[config.mk]
export PLATFORM = sky130hd
export DESIGN_NAME = count_arb4_flat
export DESIGN_NICKNAME = d
export VERILOG_FILES = /design/src/rtl/count_arb4_if.sv /design/src/rtl/count_arb4.sv /design/src/flat_wrapper.sv
export SDC_FILE = /design/constraint.sdc
export NUM_CORES = 1
export LEC_CHECK = 0
export BUFFER_PORTS_ARGS = -buffer_cell sky130_fd_sc_hd__buf_2
export CAP_MARGIN = 30
export CORE_ASPECT_RATIO = 1.25
export CORE_UTILIZATION = 41
export DETAILED_ROUTE_END_ITERATION = 7
export PLACE_DENSITY = 0.68
export REMOVE_ABC_BUFFERS = 1
export SLEW_MARGIN = 25
export SYNTH_ARGS = -nofsm -noshare
export SYNTH_HDL_FRONTEND = slang
export SYNTH_SLANG_ARGS = --single-unit
[constraint.sdc]
create_clock -name mclk -period 1.35 [get_ports mclk]
set_input_delay 0.135 -clock mclk [delete_from_list [all_inputs] [get_ports mclk]]
set_output_delay 0.135 -clock mclk [all_outputs]
set_load 0.005 [all_outputs]
[src/rtl/count_arb4_if.sv]
// Bundle of requester handshakes and counter control lines around count_arb4.
// The slave side is the arbiter; the master side is the requesters plus the counter.
interface count_arb4_if #(
  parameter int WIDTH = 4
);
  logic             req0;
  logic [WIDTH-1:0] start0;
  logic [WIDTH-1:0] stop0;
  logic             req1;
  logic [WIDTH-1:0] start1;
  logic [WIDTH-1:0] stop1;
  logic             gnt0;
  logic             gnt1;
  logic             done0;
  logic             done1;
  logic             busy;
  logic [WIDTH-1:0] cnt_q;
  logic             cnt_preset;
  logic             cnt_updown;
  logic [WIDTH-1:0] cnt_data_in;

  modport slave (
    input  req0, start0, stop0, req1, start1, stop1, cnt_q,
    output gnt0, gnt1, done0, done1, busy, cnt_preset, cnt_updown, cnt_data_in
  );

  modport master (
    output req0, start0, stop0, req1, start1, stop1, cnt_q,
    input  gnt0, gnt1, done0, done1, busy, cnt_preset, cnt_updown, cnt_data_in
  );
endinterface

[src/rtl/count_arb4.sv]
// Round-robin controller for one shared enable-less loadable up/down counter:
// loads a requester's start value, steps toward its stop value, then holds.
module count_arb4 #(
  parameter int WIDTH = 4
) (
  input logic        mclk,
  input logic        reset,
  count_arb4_if.slave bus
);

  typedef enum logic [1:0] {IDLE, LOAD, RUN, DONE} state_t;

  state_t           state;
  state_t           next_state;
  logic             owner;
  logic             last_served;
  logic             dir;
  logic [WIDTH-1:0] start_lat;
  logic [WIDTH-1:0] stop_lat;
  logic             accept;
  logic             pick;
  logic             at_stop;

  // With both requesting, the one not served last wins.
  always_comb begin
    accept = (state == IDLE) && (bus.req0 || bus.req1);
    if (bus.req0 && bus.req1)
      pick = ~last_served;
    else
      pick = bus.req1;
  end

  assign at_stop = (bus.cnt_q == stop_lat);

  always_ff @(posedge mclk or negedge reset) begin
    if (!reset)
      state <= IDLE;
    else
      state <= next_state;
  end

  always_ff @(posedge mclk or negedge reset) begin
    if (!reset) begin
      owner       <= 1'b0;
      last_served <= 1'b1;
      dir         <= 1'b0;
      start_lat   <= '0;
      stop_lat    <= '0;
    end else if (accept) begin
      owner       <= pick;
      last_served <= pick;
      start_lat   <= pick ? bus.start1 : bus.start0;
      stop_lat    <= pick ? bus.stop1 : bus.stop0;
      dir         <= pick ? (bus.stop1 > bus.start1) : (bus.stop0 > bus.start0);
    end
  end

  always_comb begin
    next_state = state;
    case (state)
      IDLE:    if (accept) next_state = LOAD;
      LOAD:    next_state = RUN;
      RUN:     if (at_stop) next_state = DONE;
      DONE:    next_state = IDLE;
      default: next_state = IDLE;
    endcase
  end

  // The counter has no enable, so holding means reloading its own output.
  always_comb begin
    bus.gnt0        = 1'b0;
    bus.gnt1        = 1'b0;
    bus.done0       = 1'b0;
    bus.done1       = 1'b0;
    bus.busy        = (state != IDLE);
    bus.cnt_preset  = 1'b0;
    bus.cnt_updown  = 1'b0;
    bus.cnt_data_in = bus.cnt_q;
    case (state)
      LOAD: begin
        bus.cnt_data_in = start_lat;
        bus.gnt0        = ~owner;
        bus.gnt1        = owner;
      end
      RUN: begin
        if (!at_stop) begin
          bus.cnt_preset = 1'b1;
          bus.cnt_updown = dir;
        end
      end
      DONE: begin
        bus.done0 = ~owner;
        bus.done1 = owner;
      end
      default: ;
    endcase
    if (!reset) begin
      bus.gnt0        = 1'b0;
      bus.gnt1        = 1'b0;
      bus.done0       = 1'b0;
      bus.done1       = 1'b0;
      bus.busy        = 1'b0;
      bus.cnt_preset  = 1'b0;
      bus.cnt_updown  = 1'b0;
      bus.cnt_data_in = '0;
    end
  end

endmodule
[src/flat_wrapper.sv]
// flat-port wrapper written by rule: the top's interface ports become plain ports
module count_arb4_flat 
#(
  parameter int WIDTH = 4
)
  (mclk, reset, bus_req0, bus_start0, bus_stop0, bus_req1, bus_start1, bus_stop1, bus_cnt_q, bus_gnt0, bus_gnt1, bus_done0, bus_done1, bus_busy, bus_cnt_preset, bus_cnt_updown, bus_cnt_data_in);
  count_arb4_if #(.WIDTH(WIDTH)) bus_i ();
  input logic mclk;
  input logic reset;
  input wire logic [$bits(bus_i.req0)-1:0] bus_req0;
  input wire logic [$bits(bus_i.start0)-1:0] bus_start0;
  input wire logic [$bits(bus_i.stop0)-1:0] bus_stop0;
  input wire logic [$bits(bus_i.req1)-1:0] bus_req1;
  input wire logic [$bits(bus_i.start1)-1:0] bus_start1;
  input wire logic [$bits(bus_i.stop1)-1:0] bus_stop1;
  input wire logic [$bits(bus_i.cnt_q)-1:0] bus_cnt_q;
  output wire logic [$bits(bus_i.gnt0)-1:0] bus_gnt0;
  output wire logic [$bits(bus_i.gnt1)-1:0] bus_gnt1;
  output wire logic [$bits(bus_i.done0)-1:0] bus_done0;
  output wire logic [$bits(bus_i.done1)-1:0] bus_done1;
  output wire logic [$bits(bus_i.busy)-1:0] bus_busy;
  output wire logic [$bits(bus_i.cnt_preset)-1:0] bus_cnt_preset;
  output wire logic [$bits(bus_i.cnt_updown)-1:0] bus_cnt_updown;
  output wire logic [$bits(bus_i.cnt_data_in)-1:0] bus_cnt_data_in;
  assign bus_i.req0 = bus_req0;
  assign bus_i.start0 = bus_start0;
  assign bus_i.stop0 = bus_stop0;
  assign bus_i.req1 = bus_req1;
  assign bus_i.start1 = bus_start1;
  assign bus_i.stop1 = bus_stop1;
  assign bus_i.cnt_q = bus_cnt_q;
  assign bus_gnt0 = bus_i.gnt0;
  assign bus_gnt1 = bus_i.gnt1;
  assign bus_done0 = bus_i.done0;
  assign bus_done1 = bus_i.done1;
  assign bus_busy = bus_i.busy;
  assign bus_cnt_preset = bus_i.cnt_preset;
  assign bus_cnt_updown = bus_i.cnt_updown;
  assign bus_cnt_data_in = bus_i.cnt_data_in;
  count_arb4 #(.WIDTH(WIDTH)) u_core (.mclk(mclk), .reset(reset), .bus(bus_i));
endmodule
# After elaboration in Yosys (flattened, before gate mapping)
# Cells that the tools add are included.
[word_totals] reg_bits=13 input_bits=24 out_inout_bits=11 elab_cells=46
[classes] order_cmp=2 n_eq_ne=6 mux=24 n_bitwise=2 n_reduce_logical=6
[op_table] op="2-to-1 mux 1 bit" n=17
[op_table] op="2-to-1 mux 4 bit" n=4
[op_table] op="> comparator 4 bit" n=2
[op_table] op="one-hot mux 2 bit (4 select lines)" n=1
[op_table] op="== test 2 bit, second input constant" n=2
[op_table] op="== test 4 bit" n=1
[op_table] op="2-to-1 mux 2 bit" n=2
[op_table] op="!= test 2 x 1 -> 1 bit, second input constant" n=2
[op_table] op="== test 2 x 1 -> 1 bit, second input constant" n=1
[op_table] op="logical AND 1 bit" n=2
[op_table] op="zero test 2 bit" n=1
[op_table] op="NOT 1 bit" n=2
[op_table] op="AND reduction 2 bit" n=1
[op_table] op="nonzero test 2 bit" n=1
[op_table] op="logical OR 1 bit" n=1

# Logic depth before layout (Yosys ltp)
[logic_depth] ltp_word=4 mapped_depth=7 ltp_nobuf=6

# Least setup slack after synthesis
# No wires, ideal clock.
[synth_timing] path_type="register to register" startpoint="reg u_core.state[0]" endpoint="reg u_core.state[1]" setup_ns=0.128 arrival_ns=1.322 required_ns=1.222 path_slack_ns=-0.100 stages_incl_launch_ff=6 n_path_buf=0 period_less_slack_ns=1.450 path_cell_list="dfrtp_1 -> inv_1 -> ha_1 -> nor3b_1 -> a21oi_1 -> mux2_1"
[synth_between] elab_chain_cells=4 elab_cells_between_ends=9 classes_between="eq/ne: 5; mux: 1; reduce/logical: 3"
[synth_lines] item="from (decl)" line="count_arb4.sv:13" rtl="state_t state;"
[synth_lines] item="from (signal assigned)" line="count_arb4.sv:39" rtl="state <= next_state;"
[synth_lines] item="zero test 2 bit" line="count_arb4.sv:26, count_arb4.sv:60"
[synth_lines] item="logical AND 1 bit" line="count_arb4.sv:26" rtl="accept = (state == IDLE) && (bus.req0 || bus.req1);"
[synth_lines] item="!= test 2 x 1 -> 1 bit (no line)"
[synth_lines] item="AND reduction 2 bit (no line)"
# Several ways; a longest one is shown, not always the timed one.
# A chain may end at the register's enable or synchronous reset.

# Worst setup path after layout
[layout_timing] startpoint="reg u_core.stop_lat[3]" endpoint="out bus_cnt_updown"
[layout_between] elab_chain_cells=4
[layout_lines] item="from (decl)" line="count_arb4.sv:19" rtl="logic [WIDTH-1:0] stop_lat;"
[layout_lines] item="from (signal assigned)" line="count_arb4.sv:53" rtl="stop_lat <= pick ? bus.stop1 : bus.stop0;"
[layout_lines] item="== test 4 bit" line="count_arb4.sv:33" rtl="assign at_stop = (bus.cnt_q == stop_lat);"
[layout_lines] item="2-to-1 mux 1 bit" line="count_arb4.sv:86" rtl="if (!at_stop) begin"
[layout_lines] item="2-to-1 mux 1 bit" line="count_arb4.sv:79" rtl="case (state)"
[layout_lines] item="2-to-1 mux 1 bit" line="count_arb4.sv:97" rtl="if (!reset) begin"
[layout_lines] item="to (decl)" line="flat_wrapper.sv:23" rtl="output wire logic [$bits(bus_i.cnt_updown)-1:0] bus_cnt_updown;"
# Every way passes these cells.

==> flow_metrics.tcl <==
set metrics [dict create \
    ys_types 31 \
    synth_area_leaders "dfrtp_1 (30%), ha_1 (16%), mux2i_1 (7.9%), nand2_1 (4.1%), a21oi_1 (3.9%)" \
    setup_viol_count_final 13 \
    gp_congestion 0.857 \
    ys_warn_count 0 \
    hp-class "in -> reg" \
    met1_length_mm 1.08 \
    p_leak_nw 0.814 \
    relSlewSlack 0.848 \
    hpwl_mm 1.88 \
    top_layer "met4" \
    layout_common_cells "buf_2 (31), buf_4 (14), buf_6 (12), dfrtp_1 (12)" \
    wirelength_mm 2.71 \
    synth_ff_type "dfrtp_1" \
    hold_violations 0 \
    clk_latency_ns 0.27 \
    dr_wl_met3_um 87 \
    finalWorstSetupSlack_ns -0.267 \
    setup_tns_ns -2.38 \
    post_drt_via_cell_ratio 4.95 \
    worstSetupPathType "reg -> out" \
    fmax_mhz 618 \
    clock_sinks 13 \
    maxCapViolations 0 \
    synth_top_cell_by_area "dfrtp_1" \
    fin_skew_ns 0.00165 \
    fin_crit_sh 1.20 \
    grt_max_degree 13 \
    start_util 0.450 \
    cts_root_buf "clkbuf_4" \
    drv_slew 0 \
    area_growth_pct 57.8 \
    cts_tree "built" \
    pre_cts_slack_ns -0.108 \
    row_count 19 \
    cp.required_ns 1.22 \
    route.detailed.drc 0 \
    grtUsageTotal 0.218 \
    cts_max_path_buffers 2 \
    drt_pre_antenna_iters 4 \
    die_h_um 57.7 \
    fin_crit_ns 1.62 \
    drt_iter0_markers 13 \
    syn_avg_cell_area_um2 9.15 \
    synth-edff-count 0 \
    final_area_um2 1600 \
    port_buffers 34 \
    cts_max_level 1 \
    grt_pass1_vias 978 \
    grt_setup_unrepaired "true" \
    dieArea_um2 2680 \
    grt_pass1_wl_mm 4.10 \
    power_density_nw_per_um2 1810 \
    path_clk_slew_ns 0.08 \
    synth_top_area_share 0.296 \
    ant_nets 0 \
    layout-drive-gt1-share 0.482 \
    cts_made_buffers 3 \
    placed_area_um2 1300 \
    core_area_um2 2260 \
    antenna_found_initial 0 \
    synth_seq_area_share 0.321 \
    ys_seq_elements 13 \
    final_util 0.710 \
    violations "setup timing" \
    post_drt_wl_per_cell_um 13.5 \
    cp-start-kind "register" \
    power_mw 2.91 \
    vias 995 \
    io_pins 35 \
    synth_cells 111 \
    critPathArrivalTime_ns 1.48 \
    ir_worst_vdd_mv 1.03 \
    diodes 0 \
    die_w_um 46.5 \
    outcome "finished with violations" \
    nets 208 \
    route.met2.wl_mm 1.48 \
    async_flop_share 1.00 \
    worstMarginPinSlew_ns 0.227 \
    netlist_area_um2 1020 \
    crit_fanout 2 \
    final_common_cell "buf_2" \
    grt.overflow.total 0 \
    critPathCaptureType "output port" \
]
## synth_stat cells (3+ instances only)
cell     instances
ha_1            13
dfrtp_1         12
nand2_1         11
inv_1           10
a21oi_1          8
mux2i_1          8
nor2_1           6
nor2b_1          6
o21ai_0          5
xnor2_1          4
and3_1           3
o21ai_1          3
## flip-flops by register name (all words and copies together), names as in the netlist
name	count
u_core.owner	1
u_core.dir	1
u_core.last_served	1
u_core.state	2
u_core.stop_lat	4
u_core.start_lat	4
## layer usage
layer  up-vias  global-route usage
met5         -                   0
met4         0               0.118
met3         6              0.0218
met2        36               0.393
met1       450               0.235
li1        503                   -
## cell type report
type	instances	area (um2)
fill	171	656
multi-input combinational	84	748
timing repair buffer	59	425
inverter	10	37.5
clock buffer	4	26.3
sequential	13	327
tap	31	38.8
## repair_timing
item,4_1_cts,5_1_grt
resized for setup,27,11
hold buffers,1,0
cloned,0,0
pin swaps,10,5
buffers inserted,8,4
endpoints found under the setup margin,20,20
hold endpoints to repair,12,0
## final timing paths
kind	start	endpoint	slack (ns)	cells after the start
max	u_core.stop_lat[3]	bus_cnt_updown	-0.27	5
max reg2reg	u_core.stop_lat[3]	u_core.state[1]	-0.15	5
max in group asynchronous	reset	u_core.last_served	0.63	3
min reg2reg	u_core.start_lat[3]	u_core.start_lat[3]	0.49	2
min in group asynchronous	reset	u_core.owner	0.31	2
min	bus_start1[3]	u_core.start_lat[3]	0.14	3
## cells by family after synthesis
kind of cell    after synthesis  share of synthesized area
fa+ha+maj                    13                      0.160
xor+xnor                      4                     0.0345
flops                        13                      0.321
mux                           9                     0.0899
compound gates               27                      0.179
simple gates                 31                      0.151
buf+inv                      14                     0.0640
## power breakdown
group	total, mW	internal (mW)	switching (mW)
clock	0.237	0.115	0.123
sequential	0.748	0.594	0.154
combinational	1.92	1.14	0.783
total	2.91	1.85	1.06
## critical path, cell delays in order, from the launching register on
cell,delay [ns]
dfrtp_1,0.40
xnor2_1,0.18
nand4_1,0.16
and3_4,0.23
and2_4,0.13
buf_6,0.11
## per-stage QoR
step           hold WS, ns  std cells
2_1_floorplan       -0.161        107
3_3_place_gp       -0.0382        186
3_5_place_dp       -0.0387        186
4_1_cts              0.130        199
5_1_grt              0.161        201
6_report             0.141        201
Note: power is estimated with default switching activity, not from simulation.
